### config.mk
export PLATFORM = sky130hd
export DESIGN_NAME = immediate_gen_pipe
export DESIGN_NICKNAME = d
export VERILOG_FILES = /design/src/rtl/immediate_gen_pipe.sv
export SDC_FILE = /design/constraint.sdc
export NUM_CORES = 1
export LEC_CHECK = 0
export CORE_MARGIN = 2
export CORE_UTILIZATION = 42
export CTS_BUF_LIST = sky130_fd_sc_hd__clkbuf_8
export DETAILED_ROUTE_END_ITERATION = 8
export PLACE_DENSITY = 0.68
export SLEW_MARGIN = 20
export SYNTH_ARGS = -nofsm -noshare
export SYNTH_HDL_FRONTEND = slang
export SYNTH_SLANG_ARGS = --single-unit
### constraint.sdc
create_clock -name clk -period 3.15 [get_ports clk]
set_clock_uncertainty 0.15 [all_clocks]
set_input_delay 0.315 -clock clk [delete_from_list [all_inputs] [get_ports clk]]
set_output_delay 0.315 -clock clk [all_outputs]
set_load 0.02 [all_outputs]
### src/rtl/immediate_gen_pipe.sv
// Immediate extender (SEXT / ZEXT / SEXT_SHL / UPPER) behind a valid/ready output stage with one skid entry.
// Define IMM_GEN_PERF_EN to add the 16-bit saturating stall_cnt output.
module immediate_gen_pipe #(
  parameter int unsigned IN_W  = 22,
  parameter int unsigned OUT_W = 32,
  parameter int unsigned SHL   = 1
) (
  input  logic             clk,
  input  logic             rst,
  input  logic             flush,
  input  logic             in_valid,
  output logic             in_ready,
  input  logic [IN_W-1:0]  imm_in,
  input  logic [1:0]       mode,
  output logic             out_valid,
  input  logic             out_ready,
  output logic [OUT_W-1:0] imm_out
`ifdef IMM_GEN_PERF_EN
  ,
  output logic [15:0]      stall_cnt
`endif
);

  localparam logic [1:0] MODE_SEXT     = 2'b00;
  localparam logic [1:0] MODE_ZEXT     = 2'b01;
  localparam logic [1:0] MODE_SEXT_SHL = 2'b10;
  localparam logic [1:0] MODE_UPPER    = 2'b11;

  // Occupancy: EMPTY (nothing held), MAIN (output register only), FULL (output + skid).
  typedef enum logic [1:0] {
    OCC_EMPTY = 2'b00,
    OCC_MAIN  = 2'b01,
    OCC_FULL  = 2'b10
  } occ_t;

  occ_t             state, state_n;
  logic [OUT_W-1:0] skid_q;
  logic [OUT_W-1:0] main_n, skid_n;
  logic [OUT_W-1:0] sext_c, result_c;
  logic             accept_c, pop_c;

  // Extension datapath, evaluated before the result is registered.
  always_comb begin
    sext_c   = OUT_W'($signed(imm_in));
    result_c = sext_c;
    case (mode)
      MODE_SEXT:     result_c = sext_c;
      MODE_ZEXT:     result_c = OUT_W'(imm_in);
      MODE_SEXT_SHL: result_c = sext_c << SHL;
      MODE_UPPER:    result_c = OUT_W'(imm_in) << (OUT_W - IN_W);
      default:       result_c = sext_c;
    endcase
  end

  assign accept_c = in_valid && in_ready;
  assign pop_c    = out_valid && out_ready;

  // Next occupancy and data; skid drains into main ahead of any new entry.
  always_comb begin
    state_n = state;
    main_n  = imm_out;
    skid_n  = skid_q;
    if (flush) begin
      state_n = OCC_EMPTY;
    end else begin
      case (state)
        OCC_EMPTY: begin
          if (accept_c) begin
            main_n  = result_c;
            state_n = OCC_MAIN;
          end
        end
        OCC_MAIN: begin
          if (pop_c) begin
            if (accept_c) begin
              main_n = result_c;
            end else begin
              state_n = OCC_EMPTY;
            end
          end else if (accept_c) begin
            skid_n  = result_c;
            state_n = OCC_FULL;
          end
        end
        OCC_FULL: begin
          if (pop_c) begin
            main_n  = skid_q;
            state_n = OCC_MAIN;
          end
        end
        default: state_n = OCC_EMPTY;
      endcase
    end
  end

  always_ff @(posedge clk) begin
    if (rst) begin
      state     <= OCC_EMPTY;
      out_valid <= 1'b0;
      in_ready  <= 1'b0;
      imm_out   <= '0;
      skid_q    <= '0;
    end else begin
      state     <= state_n;
      out_valid <= (state_n != OCC_EMPTY);
      in_ready  <= (state_n != OCC_FULL);
      imm_out   <= main_n;
      skid_q    <= skid_n;
    end
  end

`ifdef IMM_GEN_PERF_EN
  // Saturating count of cycles where a result waits on the consumer; survives flush.
  always_ff @(posedge clk) begin
    if (rst) begin
      stall_cnt <= 16'd0;
    end else if (out_valid && !out_ready && (stall_cnt != 16'hFFFF)) begin
      stall_cnt <= stall_cnt + 16'd1;
    end
  end
`endif

endmodule

-- Word level (Yosys, flattened, before mapping)
Index checks and enable logic that the tools add are counted.
- $mul: 0
- multiplexer cells: 12
- magnitude comparators: 0
- bitwise logic cells: 2
- eq/ne operators: 8
- div/mod/pow operators: 0
- shift-type cells: 0
- reduce and logical (&&, ||, !) cells: 8
- $add $sub $neg: 0
- operators by type and width (cell ; number):
    32-bit one-hot mux with 4 select lines ; 1
    32-bit 2-to-1 mux ; 3
    32-bit one-hot mux with 3 select lines ; 1
    2-bit 2-to-1 mux ; 6
    4-bit AND reduction ; 2
    2-bit == test (second input constant) ; 3
    2-bit != test (second input constant) ; 3
    2-bit one-hot mux with 3 select lines ; 1
    2-bit by 1-bit == test with 1-bit output (second input constant) ; 2
    2-bit logical NOT ; 2
    3-bit nonzero test ; 1
    1-bit logical AND ; 2
    1-bit inverter ; 2
    2-bit nonzero test ; 1
- memory bits (read-only): 0
- logic and storage cells: 35
- bits in latches: 0
- memories: 0
- output and inout bits: 34
- input bits: 29
- memory bits (writable): 0
- bits in registers: 68

-- Longest topological paths before layout
Gate-level depths: netlist of run 1.
- depth in word-level cells: 6
- mapped depth: 6
- gate-level depth less buffers: 4

-- Worst setup path after synthesis of run 1
No wires, ideal clock.
- kind: flip-flop to flip-flop
- start: reg in_ready
- end: reg imm_out[20]
- buffers on the path: 1
- clock period less this slack: 1.772 ns
- setup time: 0.123 ns
- arrival: 1.499 ns
- stages on the path, launching flop included: 6
- data required time: 2.877 ns
- setup slack: 1.378 ns
- cells stage by stage: dfxtp_1 nand3b_4 a211oi_4 nor2_2 buf_6 mux2_1
- longest elaborated chain between the ends: 4
- ends and longest elaborated chain (what ; line ; RTL):
    from (decl) ; 12 ; output logic in_ready,
    from (signal assigned) ; 106 ; in_ready <= (state_n != OCC_FULL);
    1-bit logical AND (*) ; 55 ; assign accept_c = in_valid && in_ready;
    32-bit 2-to-1 mux (*) ; -- ;
    32-bit 2-to-1 mux ; -- ;
    32-bit one-hot mux with 3 select lines (*) ; -- ;
    to (signal assigned) ; 107 ; imm_out <= main_n;
    to (decl) ; 17 ; output logic [OUT_W-1:0] imm_out
Mark *: on every way between the ends. The rest lies on a longest branch, timed or not. The select of a mux whose other input is x is not followed.
A chain may end at the register's enable or synchronous reset.

-- Worst setup path in the final report of run 1
- start: reg state[0]
- end: reg imm_out[18]
- longest elaborated chain between the ends: 3
- elaborated cells between the ends (all ways): 8
- classes of those cells: eq/ne (4); mux (1); reduce/logical (3)
- ends and longest elaborated chain (what ; line ; RTL):
    from (decl) ; 36 ; occ_t state, state_n;
    from (signal assigned) ; 104 ; state <= state_n;
    2-bit by 1-bit == test with 1-bit output, or another cell as far along ; 66 ; case (state)
    2-bit != test (no line) / 3-bit nonzero test (equally long branches) ; -- ;
    4-bit AND reduction (no line) ; -- ;
Several ways; a longest one is shown, not always the timed one.

==> summary.txt, run 1 <==
Status = complete, no violations
Synth cell count leaders = nor2_1, dfxtp_1, mux2i_1
Via density = 5.42
Post-synthesis sequential area ratio = 39.2%
Int Power = 1.38 mW
CP required = 3.28 ns
Die Width = 95.0 um
Layout cells sized above 1 = 7.32%
Top-area cell type share of the netlist area = 39.2%
Clock latency on the worst-skew pair = 0.34 ns
CP Capture Type = flop
Setup Fix Bufs, Post-CTS = 0
Slowest CP cell = a2111oi_0
Crit-path cells = nand2b_2, buf_4, nor2_1, a2111oi_0, mux2_1
Largest cells by area after synthesis = dfxtp_1, mux2i_1, nor2_1
Power, Total = 1.85 mW
Global-route wire length before repair = 13500 um
Initial Utilization = 42.7%
VDD IR max = 0.000214 V
Critical path origin = state[0]
Top-level port count = 63
Cells after Synth = 399
WHS Endpoint = skid_q[18]
CP Class = flop to flop
Pwr dens = 430 nW/um2
Net count after synthesis = 428
Post-route DRC = 0
Final Instance Area = 4310 um2
Switching pwr = 0.471 mW
Hold wc startpoint = rst
CTS Buf Count = 9
Gpl congestion = 0.834
Max capacitance violation total = 0
Endpoints failing hold = 0
Hold WS = 0.260 ns
DR vias = 3011
Pre-CTS WS = 0.557 ns
Synth Cell Area = 3480 um2
Crit path largest cell delay = 0.67 ns
Initial antenna violation count = 0
Max frequency = 426 MHz
Clock share of power = 37.0%
Final setup violation count = 0
Worst min-delay path class = input port to flop
Synth area leader = dfxtp_1
PnR worst setup slack = 0.803 ns
Reg-to-reg slack, setup = 0.80 ns
Post-synth ARST share = 0%
1st-pass router iterations = 4
Yosys warns = 0
Number of port buffers = 62
Most common cell in the netlist = nor2_1
Synthesis-to-layout area growth = 23.9%
Row Count = 33
Routed WL = 8360 um
Largest net degree at the start of global routing = 78
Sw Ratio = 25.4%
Vias in the first global route = 2791
Starting DRC count in detailed routing = 160
CP Max Fanout = 77
Fin Setup TNS = 0 ns
#FFs+latches synth = 68
CTS tree = yes
Worst-path clk slew = 0.07 ns
Total die area = 9020 um2
Clock Sink Count = 68
Syn Area/Cell = 8.71 um2
Slew Viols, Final = 0
Reg-to-reg startpoint = state[0]
Startpoint Class = flop
Period utilization = 74.5%
Hold Path Stages = 3
Unique cell type count in the Yosys netlist = 33
Min cycle time layout = 2.35 ns
Worst reg2reg path depth = 5
Max Buffers Root-to-Sink = 2
Remaining antenna violation count after routing = 0
N_diodes = 0
Total GRT Usage = 19.5%
WL per Instance = 15.0 um
Hold_buf cts = 0
Register share of total power = 48.1%
GRT overflow = 0
RSZ-0062 raised after global routing = false
EDFF count, synth = 0
Max H-tree Level = 3
Worst Max-Slew Pin Slew = 0.698 ns
Post-CTS sizing = 0
HPWL Detailed = 5790 um
Nets = 476
Pleak = 1.80 nW
Total core area = 8130 um2
FF-to-FF End = imm_out[18]
Worst rel slew slack = 52.3%
Part of the power in combinational logic = 14.9%
Ys flop type = dfxtp_1
Clock Root Buffer = clkbuf_8
Placement-stage cell area = 4120 um2
CP arrival = 2.48 ns
Vert. Die Dim = 95.0 um
layout by cell type, fill, tap and decap left out, types with 2 or more instances in the layout:
master / n
clkdlybuf4s50_1: 61
inv_1: 8
and3_1: 13
nand2b_1: 2
mux2i_1: 45
nand3_1: 2
clkbuf_8: 10
a21oi_1: 33
mux2_2: 2
a31oi_1: 2
o311a_1: 2
a2111oi_0: 12
o21ai_0: 3
mux2_1: 10
dfxtp_1: 68
nand2_1: 20
nor2_1: 74
a211oi_1: 18
nor2b_1: 24
a211o_1: 18
buf_4: 11
state kept, by name, summed over array words and instances, names as in the netlist:
signal and count:
imm_out 32, in_ready 1, out_valid 1, skid_q 32, state 2
area by class of cell:
cell class	instances	area, um2
clock inverters	5	46.3
multi-input cells	290	1910
clock buffers	10	138
flip-flops and latches	68	1360
repair buffers	73	698
inverters	5	18.8
fillers	759	3830
well taps	105	131
power by group through the flow:
stage / Sequential [mW] / Combinational, mW / Clock, mW
floorplan: 0.930 / 0.143 / 0
global placement: 0.910 / 0.272 / 0
detailed placement: 0.911 / 0.275 / 0
CTS: 0.891 / 0.277 / 0.702
global route: 0.894 / 0.299 / 0.741
finish: 0.891 / 0.276 / 0.686
stage by stage:
step	cells	util, %
after floorplan	399	-
after global placement	541	50.7
after detailed placement	541	50.7
after CTS	556	53.0
after global routing	556	53.0
final	556	53.0
logic make-up after synthesis:
logic type / synth area share, %
mux: 16.8
simple gates: 19.5
flops: 39.2
buf+inv: 5.79
compound gates: 18.7
how the worst max path moves through the flow:
stage                        endpoint  cells after the start
after floorplan           imm_out[20]                      5
after global placement    imm_out[11]                      5
after detailed placement  imm_out[14]                      5
after CTS                 imm_out[18]                      5
after global routing      imm_out[18]                      5
final                     imm_out[18]                      5
worst max-delay path: cells and delay by family, from the launching register on:
kind | cells | cell delay (ns)
AO/OA/AOI/OAI | 1 | 0.67
buffers and inverters | 1 | 0.57
flip-flops | 1 | 0.40
multiplexers | 1 | 0.22
AND/OR/NAND/NOR | 2 | 0.26
metal layers:
metal	up-vias	global-route usage, %	part of all wire, %
li1	1511	-	-
met1	1383	26.2	47
met4	0	9.42	2.8
met5	-	0	0
met3	22	4.47	5.3
met2	95	29.3	45
Note: power is estimated with default switching activity, not from simulation.
==> run 2: changes to the inputs <==
--- a/config.mk
+++ b/config.mk
@@ -9,7 +9,7 @@
 export CORE_UTILIZATION = 42
 export CTS_BUF_LIST = sky130_fd_sc_hd__clkbuf_8
 export DETAILED_ROUTE_END_ITERATION = 8
-export PLACE_DENSITY = 0.68
+export PLACE_DENSITY = 0.71
 export SLEW_MARGIN = 20
 export SYNTH_ARGS = -nofsm -noshare
 export SYNTH_HDL_FRONTEND = slang
==> constraint.sdc (replaced) <==
create_clock -name clk -period 2 [get_ports clk]
set_clock_uncertainty 0.15 [all_clocks]
set_input_delay 0.2 -clock clk [delete_from_list [all_inputs] [get_ports clk]]
set_output_delay 0.2 -clock clk [all_outputs]
set_load 0.02 [all_outputs]
==> run 2 against run 1 <==
Global-route usage increased by 0.68 points. Die area unchanged. Combinational power grew 80%. Utilization grew 3.3 points. Sequential power rose by 57%. Via count up 2.8%. Sequential share of layout area shrank 1.9 points. Final area up 6.3%. Flip-flop and latch count unchanged. Clock power up 34%. Critical endpoint is now imm_out[16]. Largest cell class unchanged. Largest power group unchanged.
==> summary.txt, run 2 (synthesis results as in run 1) <==
Status = complete, no violations (unchanged)
Placement-stage cell area = 4400 um2 (was 4120 um2)
Vias in the first global route = 2892 (was 2791)
N_diodes = 0 (unchanged)
CTS Buf Count = 9 (unchanged)
Initial Utilization = 42.7% (unchanged)
Clock Root Buffer = clkbuf_8 (unchanged)
Largest net degree at the start of global routing = 52 (was 78)
Layout cells sized above 1 = 12.7% (was 7.32%)
Worst Max-Slew Pin Slew = 0.520 ns (was 0.698 ns)
CP Max Fanout = 45 (was 77)
Regs by FF count = imm_out x32, skid_q x32, state x2 (unchanged)
Pleak = 1.96 nW (was 1.80 nW)
CP Capture Type = flop (unchanged)
Startpoint Class = flop (unchanged)
Pre-CTS WS = -0.186 ns (was 0.557 ns)
Slowest CP cell = a2111oi_0 (unchanged)
Total GRT Usage = 20.2% (was 19.5%)
Pwr dens = 616 nW/um2 (was 430 nW/um2)
Starting DRC count in detailed routing = 140 (was 160)
CP Class = flop to flop (unchanged)
1st-pass router iterations = 4 (unchanged)
DR vias = 3094 (was 3011)
Clock Sink Count = 68 (unchanged)
PnR worst setup slack = 0.144 ns (was 0.803 ns)
Endpoints failing hold = 0 (unchanged)
CP arrival = 2.00 ns (was 2.48 ns)
Hold WS = 0.122 ns (was 0.260 ns)
CTS tree = yes (unchanged)
Post-route DRC = 0 (unchanged)
Final Instance Area = 4580 um2 (was 4310 um2)
Period utilization = 92.8% (was 74.5%)
Routed WL = 8540 um (was 8360 um)
Fin Setup TNS = 0 ns (unchanged)
Clock latency on the worst-skew pair = 0.34 ns (about the same)
GRT overflow = 0 (unchanged)
Crit path largest cell delay = 0.48 ns (was 0.67 ns)
Total core area = 8130 um2 (unchanged)
HPWL Detailed = 6080 um (was 5790 um)
Worst rel slew slack = 64.4% (was 52.3%)
Global-route wire length before repair = 14100 um (was 13500 um)
Max frequency = 539 MHz (was 426 MHz)
Worst-path clk slew = 0.07 ns (about the same)
Slew Viols, Final = 0 (unchanged)
Final setup violation count = 0 (unchanged)
Gpl congestion = 0.838 (was 0.834)
Max H-tree Level = 3 (unchanged)
Final core occ = 56.3% (was 53.0%)
Max Buffers Root-to-Sink = 2 (unchanged)
Commonest non-fill, non-tap cell in the layout = nor2_1 (unchanged)
Most frequent cells in the layout = nor2_1, dfxtp_1, clkdlybuf4s50_1 (unchanged)
WL per Instance = 14.6 um (was 15.0 um)
CP required = 2.14 ns (was 3.28 ns)
Number of port buffers = 62 (unchanged)
Worst min-delay path class = input port to flop (unchanged)
Remaining antenna violation count after routing = 0 (unchanged)
Row Count = 33 (unchanged)
Initial antenna violation count = 0 (unchanged)
Max capacitance violation total = 0 (unchanged)
VDD IR max = 0.000378 V (was 0.000214 V)
Crit-path cells = nand2b_2, buf_12, and3_1, a2111oi_0, buf_4, mux2_1 (was nand2b_2, buf_4, nor2_1, a2111oi_0, mux2_1)
Top-level port count = 63 (unchanged)
Nets = 504 (was 476)
Die Width = 95.0 um (unchanged)
Vert. Die Dim = 95.0 um (unchanged)
Via density = 5.30 (was 5.42)
Total die area = 9020 um2 (unchanged)
Min cycle time layout = 1.86 ns (was 2.35 ns)
RSZ-0062 raised after global routing = false (unchanged)
Synthesis-to-layout area growth = 31.7% (was 23.9%)
[run 2: cell count changes in the layout (fill, tap and decap cells not counted), sizes merged]
| cell | before | now |
|---|---|---|
| bufinv | 1 | 0 |
| buf | 12 | 40 |
| clkbuf | 10 | 9 |
| clkinv | 1 | 3 |
[run 2: power breakdown]
group	leakage [nW]	internal, mW	switching, mW
logic	1.32	0.252	0.244
clock network	0.0924	0.423	0.499
registers	0.550	1.39	0.0174
[run 2: final timing paths]
kind	startpoint	to	slack (ns)	cells after the start
max	state[0]	imm_out[16]	0.14	6
min	rst	skid_q[18]	0.12	2
max reg2reg	state[0]	imm_out[16]	0.14	6
min reg2reg	imm_out[29]	imm_out[29]	0.31	2
[run 2: area by class of cell]
cell class | instances | area, um2
multi-input combinational | 290 | 1920
tap | 105 | 131
timing repair buffer | 101 | 996
clock inverter | 6 | 26.3
fill | 730 | 3560
sequential | 68 | 1360
inverter | 5 | 18.8
clock buffer | 9 | 124
[run 2: layer usage]
metal | global-route usage (%) | wire length (um) | share of wire [%]
met5 | 0 | 0 | 0
met4 | 5.80 | 89 | 1.0
met3 | 3.43 | 471 | 5.5
met2 | 32.2 | 3890 | 46
met1 | 28.0 | 4090 | 48
[run 2: metrics by stage]
| stage | total power, mW | cells |
|---|---|---|
| 3_3_place_gp | 1.91 | 567 |
| 5_1_grt | 2.95 | 584 |
| 2_1_floorplan | 1.69 | 399 |
| 6_report | 2.82 | 584 |
| 3_5_place_dp | 1.92 | 567 |
| 4_1_cts | 2.84 | 582 |
[run 2: critical path: cells and delay by family, from the launching register on]
kind                   cells  cell delay [ns]
DFF                        1             0.31
and+or+nand+nor            2             0.36
buffers and inverters      2             0.37
AOI/OAI and AO/OA          1             0.48
muxes                      1             0.11
[run 2: what timing repair did]
item	in CTS	in global routing
resized for setup	0	1
hold endpoints to repair	0	0
setup buffers	0	2
setup endpoints to repair	0	20
hold buffers	0	0
==> run 3: changes to the inputs <==
--- a/config.mk
+++ b/config.mk
@@ -10,6 +10,7 @@
 export CTS_BUF_LIST = sky130_fd_sc_hd__clkbuf_8
 export DETAILED_ROUTE_END_ITERATION = 8
 export PLACE_DENSITY = 0.71
+export SKIP_CTS_REPAIR_TIMING = 1
 export SLEW_MARGIN = 20
 export SYNTH_ARGS = -nofsm -noshare
 export SYNTH_HDL_FRONTEND = slang
==> results of run 3 <==
Final layout, timing and power as in run 2 (identical DEF).
